File: src/rtl/ccff_chain_loader.sv
// Loads one tile row's configuration-flip-flop chain from a word stream and reads back what falls out of it.
// Latency: each accepted word reaches ccff_head one cycle after its SHIFT cycle, and a readback word follows its last captured bit by one cycle.
// Backpressure: cfg_ready is high only in FETCH, and the chain stalls while the source starves. rb_valid has no backpressure.
//
// Ports:
//   prog_clk, pReset        programming clock; asynchronous active-high reset
//   start, abort            begin a load (ignored unless idle); return to idle (abort wins)
//   cfg_data/valid/ready    bitstream words, shifted LSB first
//   config_enable/ccff_head registered chain shift enable and serial data
//   ccff_tail               serial data leaving the chain
//   rb_data/rb_valid        readback words, first shifted-out bit in bit 0
//   busy/done/err           busy in FETCH/SHIFT; sticky done; sticky starvation timeout
module ccff_chain_loader #(
  parameter int CHAIN_LEN = 20,
  parameter int WORD_W    = 8,
  parameter int TIMEOUT   = 255
) (
  input  logic              prog_clk,
  input  logic              pReset,
  input  logic              start,
  input  logic              abort,
  input  logic [WORD_W-1:0] cfg_data,
  input  logic              cfg_valid,
  output logic              cfg_ready,
  output logic              config_enable,
  output logic              ccff_head,
  input  logic              ccff_tail,
  output logic [WORD_W-1:0] rb_data,
  output logic              rb_valid,
  output logic              busy,
  output logic              done,
  output logic              err
);

  localparam int BC_W = $clog2(CHAIN_LEN + 1);
  localparam int WI_W = $clog2(WORD_W);
  localparam int ST_W = $clog2(TIMEOUT + 1);

  localparam logic [BC_W-1:0] BC_LAST  = BC_W'(CHAIN_LEN - 1);
  localparam logic [WI_W-1:0] WI_LAST  = WI_W'(WORD_W - 1);
  localparam logic [ST_W-1:0] ST_LIMIT = ST_W'(TIMEOUT);

  typedef enum logic [1:0] {
    IDLE  = 2'd0,
    FETCH = 2'd1,
    SHIFT = 2'd2
  } state_t;

  state_t state;
  state_t state_next;

  // Load-side state
  logic [WORD_W-1:0] sr;     // word being serialised
  logic [WI_W-1:0]   wi;     // bit index within sr
  logic [BC_W-1:0]   bc;     // bits issued so far this load
  logic [ST_W-1:0]   stall;  // consecutive starved FETCH cycles
  logic [ST_W-1:0]   stall_inc;

  // Readback-side state. This state runs off the registered config_enable, so it trails the load side by one cycle.
  logic [WORD_W-1:0] rb_acc;
  logic [WI_W-1:0]   gi;     // bit position within the current readback group
  logic [BC_W-1:0]   cc;     // bits captured so far this load
  logic [WORD_W-1:0] rb_next;
  logic              group_end;

  // FSM control strobes
  logic do_start;
  logic do_accept;
  logic do_timeout;
  logic do_shift;
  logic last_bit;

  // ---------------------------------------------------------------------
  // State register
  // ---------------------------------------------------------------------
  always_ff @(posedge prog_clk or posedge pReset) begin
    if (pReset) begin
      state <= IDLE;
    end else begin
      state <= state_next;
    end
  end

  // ---------------------------------------------------------------------
  // Next state and control strobes
  // ---------------------------------------------------------------------
  always_comb begin
    state_next = state;
    do_start   = 1'b0;
    do_accept  = 1'b0;
    do_timeout = 1'b0;
    do_shift   = 1'b0;
    last_bit   = 1'b0;
    stall_inc  = stall + 1'b1;
    cfg_ready  = (state == FETCH);
    busy       = (state != IDLE);

    if (abort) begin
      state_next = IDLE;
    end else begin
      case (state)
        IDLE: begin
          if (start) begin
            do_start   = 1'b1;
            state_next = FETCH;
          end
        end
        FETCH: begin
          if (cfg_valid) begin
            do_accept  = 1'b1;
            state_next = SHIFT;
          end else if (stall_inc == ST_LIMIT) begin
            do_timeout = 1'b1;
            state_next = IDLE;
          end
        end
        SHIFT: begin
          do_shift = 1'b1;
          // The bit-count test comes first. This discards the unused upper bits of a short final word.
          if (bc == BC_LAST) begin
            last_bit   = 1'b1;
            state_next = IDLE;
          end else if (wi == WI_LAST) begin
            state_next = FETCH;
          end
        end
        default: state_next = IDLE;
      endcase
    end
  end

  // ---------------------------------------------------------------------
  // Serialiser: word register, counters, chain drive, status flags
  // ---------------------------------------------------------------------
  always_ff @(posedge prog_clk or posedge pReset) begin
    if (pReset) begin
      sr            <= '0;
      wi            <= '0;
      bc            <= '0;
      stall         <= '0;
      config_enable <= 1'b0;
      ccff_head     <= 1'b0;
      done          <= 1'b0;
      err           <= 1'b0;
    end else begin
      // The chain sees the bit one cycle after the SHIFT cycle that chose it.
      config_enable <= do_shift;
      if (do_shift) begin
        ccff_head <= sr[wi];
      end

      if (do_accept) begin
        sr <= cfg_data;
      end

      if (abort || do_accept) begin
        wi <= '0;
      end else if (do_shift) begin
        wi <= wi + 1'b1;
      end

      if (abort || do_start || last_bit) begin
        bc <= '0;
      end else if (do_shift) begin
        bc <= bc + 1'b1;
      end

      if (abort || do_start || do_accept || do_timeout) begin
        stall <= '0;
      end else if (state == FETCH) begin
        stall <= stall_inc;
      end

      // done rises together with the enable that carries the last bit.
      if (do_start) begin
        done <= 1'b0;
      end else if (last_bit) begin
        done <= 1'b1;
      end

      if (do_start) begin
        err <= 1'b0;
      end else if (do_timeout) begin
        err <= 1'b1;
      end
    end
  end

  // ---------------------------------------------------------------------
  // Readback capture
  // ---------------------------------------------------------------------
  assign rb_next   = rb_acc | ({{(WORD_W-1){1'b0}}, ccff_tail} << gi);
  assign group_end = (gi == WI_LAST) || (cc == BC_LAST);

  always_ff @(posedge prog_clk or posedge pReset) begin
    if (pReset) begin
      rb_acc   <= '0;
      gi       <= '0;
      cc       <= '0;
      rb_data  <= '0;
      rb_valid <= 1'b0;
    end else begin
      rb_valid <= 1'b0;
      if (abort) begin
        rb_acc <= '0;
        gi     <= '0;
        cc     <= '0;
      end else if (config_enable) begin
        // The last bit of a load can still be in flight during the first IDLE cycle. The capture
        // takes priority over a start arriving in that cycle, and it wraps the counters itself.
        if (group_end) begin
          rb_data  <= rb_next;
          rb_valid <= 1'b1;
          rb_acc   <= '0;
          gi       <= '0;
        end else begin
          rb_acc <= rb_next;
          gi     <= gi + 1'b1;
        end
        if (cc == BC_LAST) begin
          cc <= '0;
        end else begin
          cc <= cc + 1'b1;
        end
      end else if (do_start) begin
        // A timed-out load can leave a partial group behind. It is dropped here.
        rb_acc <= '0;
        gi     <= '0;
        cc     <= '0;
      end
    end
  end

endmodule

File: config.mk
export PLATFORM = sky130hd
export DESIGN_NAME = ccff_chain_loader
export DESIGN_NICKNAME = d
export VERILOG_FILES = /design/src/rtl/ccff_chain_loader.sv
export SDC_FILE = /design/constraint.sdc
export NUM_CORES = 1
export LEC_CHECK = 0
export ABC_AREA = 0
export ABC_CLOCK_PERIOD_IN_PS = 3000
export CAP_MARGIN = 30
export CORE_ASPECT_RATIO = 0.5
export CORE_UTILIZATION = 30
export CTS_BUF_LIST = sky130_fd_sc_hd__clkbuf_16
export DETAILED_ROUTE_END_ITERATION = 8
export PLACE_DENSITY = 0.49
export SETUP_SLACK_MARGIN = 0.05
export SYNTH_ARGS = -nofsm -noshare
export SYNTH_HDL_FRONTEND = slang
export SYNTH_SLANG_ARGS = --single-unit
File: constraint.sdc
create_clock -name prog_clk -period 3 [get_ports prog_clk]
set_clock_uncertainty 0.2 [all_clocks]
set_input_delay 0.9 -clock prog_clk [delete_from_list [all_inputs] [get_ports prog_clk]]
set_output_delay 0.9 -clock prog_clk [all_outputs]
set_load 0.005 [all_outputs]
Yosys cells after proc, flatten, opt, wreduce, memory -nomap -nowiden

Cells that the tools add are included.

Flip-flop bits (word level): 55
Bits of input ports: 14
Output and inout port bits: 15
Logic and storage cells: 98

Add/subtract/negate cells: 5
$lt $le $gt $ge: 1
Eq/ne operators: 10
Shifts and indexed selects: 1
Muxes and demuxes: 49
Bitwise logic cells: 2
Reductions and logical operators: 16

Operator list:

| cell                                                                         | count |
|---|---|
| 8-bit 2-to-1 mux                                                             | 6 |
| 5-bit 2-to-1 mux                                                             | 6 |
| 1-bit 2-to-1 mux                                                             | 23 |
| 3-bit 2-to-1 mux                                                             | 6 |
| 2-bit 2-to-1 mux                                                             | 6 |
| 2-bit nonzero test                                                           | 6 |
| 5-bit by 1-bit adder with 5-bit output, second input constant                | 2 |
| 5-bit == test, second input constant                                         | 2 |
| 8-bit by 1-bit adder with 8-bit output, second input constant                | 1 |
| 8-bit == test, second input constant                                         | 1 |
| 8-bit bitwise OR                                                             | 1 |
| 1-bit by 3-bit left shift with 8-bit output                                  | 1 |
| 3-bit by 1-bit adder with 3-bit output, second input constant                | 2 |
| 3-bit == test, second input constant                                         | 2 |
| 1-bit logical OR                                                             | 6 |
| 2-bit case mux with 3 select lines                                           | 1 |
| 3-bit AND reduction                                                          | 2 |
| 3-bit by 4-bit less-than comparator with 1-bit output, second input constant | 1 |
| 4-bit by 3-bit != test with 1-bit output, second input constant              | 1 |
| 4-bit != test, second input constant                                         | 1 |
| 1-bit binary-select mux with 3-bit select                                    | 1 |
| 3-bit != test, second input constant                                         | 1 |
| 3-bit nonzero test                                                           | 1 |
| 2-bit by 1-bit == test with 1-bit output, second input constant              | 1 |
| other kinds (3)                                                              | 3 |

Logic depth before layout (Yosys ltp)

Word-level depth: 8
Mapped depth: 8
Mapped depth without buffers: 7

Least setup slack after synthesis

No wires, ideal clock.

Kind: input port to flip-flop
From: input port abort
To: register bc[4]
Library setup time: 77 ps
Arrival: 1880 ps
Required time: 2723 ps
Slack: 842 ps
Cell stages on the path: 8
Path buffers: 1
Path through: buf_6 -> nor2_2 -> nand2_1 -> inv_1 -> nand2_1 -> nor3b_1 -> o21ai_0 -> a21oi_1

Elaborated cells on any way between the ends: 7
Those cells by class: 4 x mux; 3 x reduce/logical

RTL lines:

| element                             | RTL line | source |
|---|---|---|
| from (decl)                         | 21       | `input logic abort,` |
| 1-bit 2-to-1 mux                    | 98       | `if (abort) begin` |
| named net do_shift                  | 70       | `logic do_shift;` |
| 2-bit nonzero test (no source line) | -        |  |
| to (signal assigned)                | 165      | `bc <= bc + 1'b1;` |
| to (decl)                           | 55       | `logic [BC_W-1:0] bc;` |

The timed path passes the listed nets, and every way through them passes these cells.
A chain may end at the register's enable or synchronous reset.

Worst setup path after layout

From: register state[0]
To: output port cfg_ready

Cells in the longest elaborated chain, start to end: 1

Ends and longest elaborated chain:

| element                                  | RTL line | source |
|---|---|---|
| from (decl)                              | 49       | `state_t state;` |
| from (signal assigned)                   | 80       | `state <= state_next;` |
| 2-bit by 1-bit == test with 1-bit output | 95       | `cfg_ready = (state == FETCH);` |
| to (decl)                                | 24       | `output logic cfg_ready,` |

No other way between the ends.

==> flow_summary.yaml <==
placed_design:
  io_buffer_count: 28
  dp_slack_ns: 0.113
  hpwl_microns: 3850
  place_congestion: 0.785
synth:
  synth_compound_area_share_pct: 15.1
  yosysWarningCount: 0
  synthXorXnorAreaFrac_pct: 3.66
  synth_edf_count: 0
  syn_inst: 244
  synthesis.area_sq_um: 2630
  synthAdderAreaFrac_pct: 3.80
  synth.distinct_cells: 46
  syn-num-nets: 266
  muxShareOfSynthArea_pct: 6.27
  synth.yosys.seq_area_share_pct: 52.3
  synthArstFlopShare_pct: 100
  ys_seq_elements: 55
  yosys.area_share.simple_pct: 17.0
  postSynthAreaPerCell_sq_um: 10.8
  synth_top_family_by_area: "simple AND/OR/NAND/NOR gates"
  synthFlopType: "dfrtp_1"
floorplan:
  fp.dieH_microns: 68.2
  rows: 23
  core_sq_um: 8260
  die_x_microns: 134
  io_pins: 29
  start_util_pct: 31.9
  dieArea_sq_um: 9180
routing:
  drt-initial-drc-count: 79
  drt_wl_total_microns: 5380
  drt-pass1-iter-count: 4
  via_count: 1974
  wl_per_cell_microns: 13.7
  drcViolationCount: 0
  ant_nets: 0
  via_per_inst: 5.04
layout:
  fillers: 821
  area_growth_pct: 23.1
  mostFrequentLayoutCells: "55 x dfrtp_1, 28 x clkdlybuf4s50_1, 23 x nand2_1"
  antenna_cells: 0
  nets: 302
  drive_above_1_share_pct: 11.4
  layout_commonest_cell: "dfrtp_1"
global_routing:
  grt_pass1_vias: 1851
  grtUsageTotal_pct: 13.0
  gr-total-overflow: 0
  grt_first_pass_wirelength_microns: 9090
  grt_antenna_before_repair: 0
  grt_max_degree: 24
clock_network:
  post_cts_buffers: 0
  cts-buffers-inserted: 5
  root_buffer: "clkbuf_16"
  path_clk_slew_ns: 0.07
  htreeDepth: 2
  cts_hold_buf: 0
  tritoncts: "built"
  cts.repair.resized: 0
  clock_latency_ns: 0.29
  cts_num_sinks: 55
  clockBufferDepth: 2
setup_path:
  end_kind: "output port"
  worstSetupPathType: "reg2out"
  required_ns: 1.90
  cp-start-kind: "register"
  cp_max_fo: 6
  cp_data_arrival_time_ns: 1.55
  reg2reg_depth: 6
sta:
  rsz0062_at_grt: "false"
  worst_pin_slew_ns: 0.678
  fmax_mhz: 377
  timing.final.ws_setup_ns: 0.347
  period_needed_ns: 2.65
  relSlewSlack_pct: 54.4
  maxSlewViolCount: 0
  hold_slack_ns: 0.278
  finalSetupTns_ns: 0
  min_period_over_period_pct: 88.4
  finalHoldViolations: 0
  finalSetupViolations: 0
outcome:
  status: "completed"
power:
  peakVddDrop_mv: 0.198
  static-leakage-power_nw: 1.37
  pwr_density_cell_nw_per_um2: 515
  power_w: 0.00167
hold_path:
  min_path_type: "reg2reg"
  hold_depth: 2
flow_run:
  maxCapViolCount: 0
==> Yosys cell counts, drive strengths merged, types with 3 or more instances <==
| cell type | n | area, sq um |
|---|---|---|
| xor2 | 7 | 61.3 |
| xnor2 | 4 | 35.0 |
| a22o | 9 | 78.8 |
| dfrtp | 55 | 1380 |
| inv | 5 | 18.8 |
| ha | 8 | 100 |
| mux2i | 3 | 30.0 |
| a21oi | 9 | 45.0 |
| mux2 | 8 | 90.1 |
| nor2b | 10 | 62.6 |
| nor2 | 23 | 96.4 |
| nand2 | 23 | 86.3 |
| nor3 | 4 | 25.0 |
| o21ai | 22 | 110 |
| nand4 | 5 | 31.3 |
| a31oi | 5 | 31.3 |
| nor3b | 3 | 22.5 |
| a211oi | 4 | 35.0 |
| nand3 | 5 | 25.0 |
| nand2b | 4 | 25.0 |
| buf | 4 | 28.8 |
==> final timing paths <==
check | start | to | slack (ns)
worst max-delay path | state[0] | cfg_ready | 0.35
worst min-delay path | rb_data[7] | rb_data[7] | 0.28
worst max register to register | cc[0] | rb_acc[7] | 0.92
worst min register to register | rb_data[7] | rb_data[7] | 0.28
max in group asynchronous | pReset | stall[1] | 1.23
min in group asynchronous | pReset | cc[4] | 0.75
==> flip-flops by register name, indices dropped and copies added, names as in the netlist <==
| name | count |
|---|---|
| rb_data | 8 |
| wi | 3 |
| ccff_head | 1 |
| state | 2 |
| bc | 5 |
| sr | 8 |
| config_enable | 1 |
| rb_acc | 8 |
| cc | 5 |
| stall | 8 |
| rb_valid | 1 |
| gi | 3 |
| err | 1 |
| done | 1 |
==> where the power goes <==
group / internal [W] / total, W / switching [W] / leakage (nW)
logic: 0.000107 / 0.000189 / 0.0000823 / 0.547
registers: 0.000792 / 0.000824 / 0.0000322 / 0.748
clock network: 0.000390 / 0.000654 / 0.000265 / 0.0759
==> metal layers <==
layer / GRT usage (%) / vias to the layer above / share of wire (%)
met2: 21.7 / 38 / 46
met4: 4.63 / 0 / 1.2
li1: - / 952 / -
met1: 16.5 / 976 / 49
met3: 3.78 / 8 / 4.5
met5: 0 / - / 0
==> area by class of cell <==
type	instances	area [sq um]	area share, %
Tap cell	112	140	4.32
Clock buffer	5	125	3.86
Timing Repair Buffer	34	338	10.4
Clock inverter	2	37.5	1.16
Sequential cell	55	1380	42.5
Inverter	5	18.8	0.579
Multi-Input combinational cell	179	1200	37.2
==> cell families after synthesis <==
family	after synthesis
multiplexers	13
AO/OA/AOI/OAI	60
adder cells (fa/ha/maj)	8
buffers and inverters	10
flip-flops	55
AND/OR/NAND/NOR	87
XOR/XNOR	11
==> worst max-delay path, cell delays in order, from the launching register on <==
cell	delay [ns]
dfrtp_1	0.46
nor2b_1	0.26
clkdlybuf4s50_1	0.55
==> per-stage QoR <==
step | utilization (%) | area [sq um] | instances
after detailed placement | 37.3 | 3080 | 385
after global routing | 39.2 | 3240 | 392
after global placement | 37.3 | 3080 | 385
final | 39.2 | 3240 | 392
after floorplan | - | 2630 | 244
after CTS | 39.2 | 3240 | 392
Note: power is estimated with default switching activity, not from simulation.
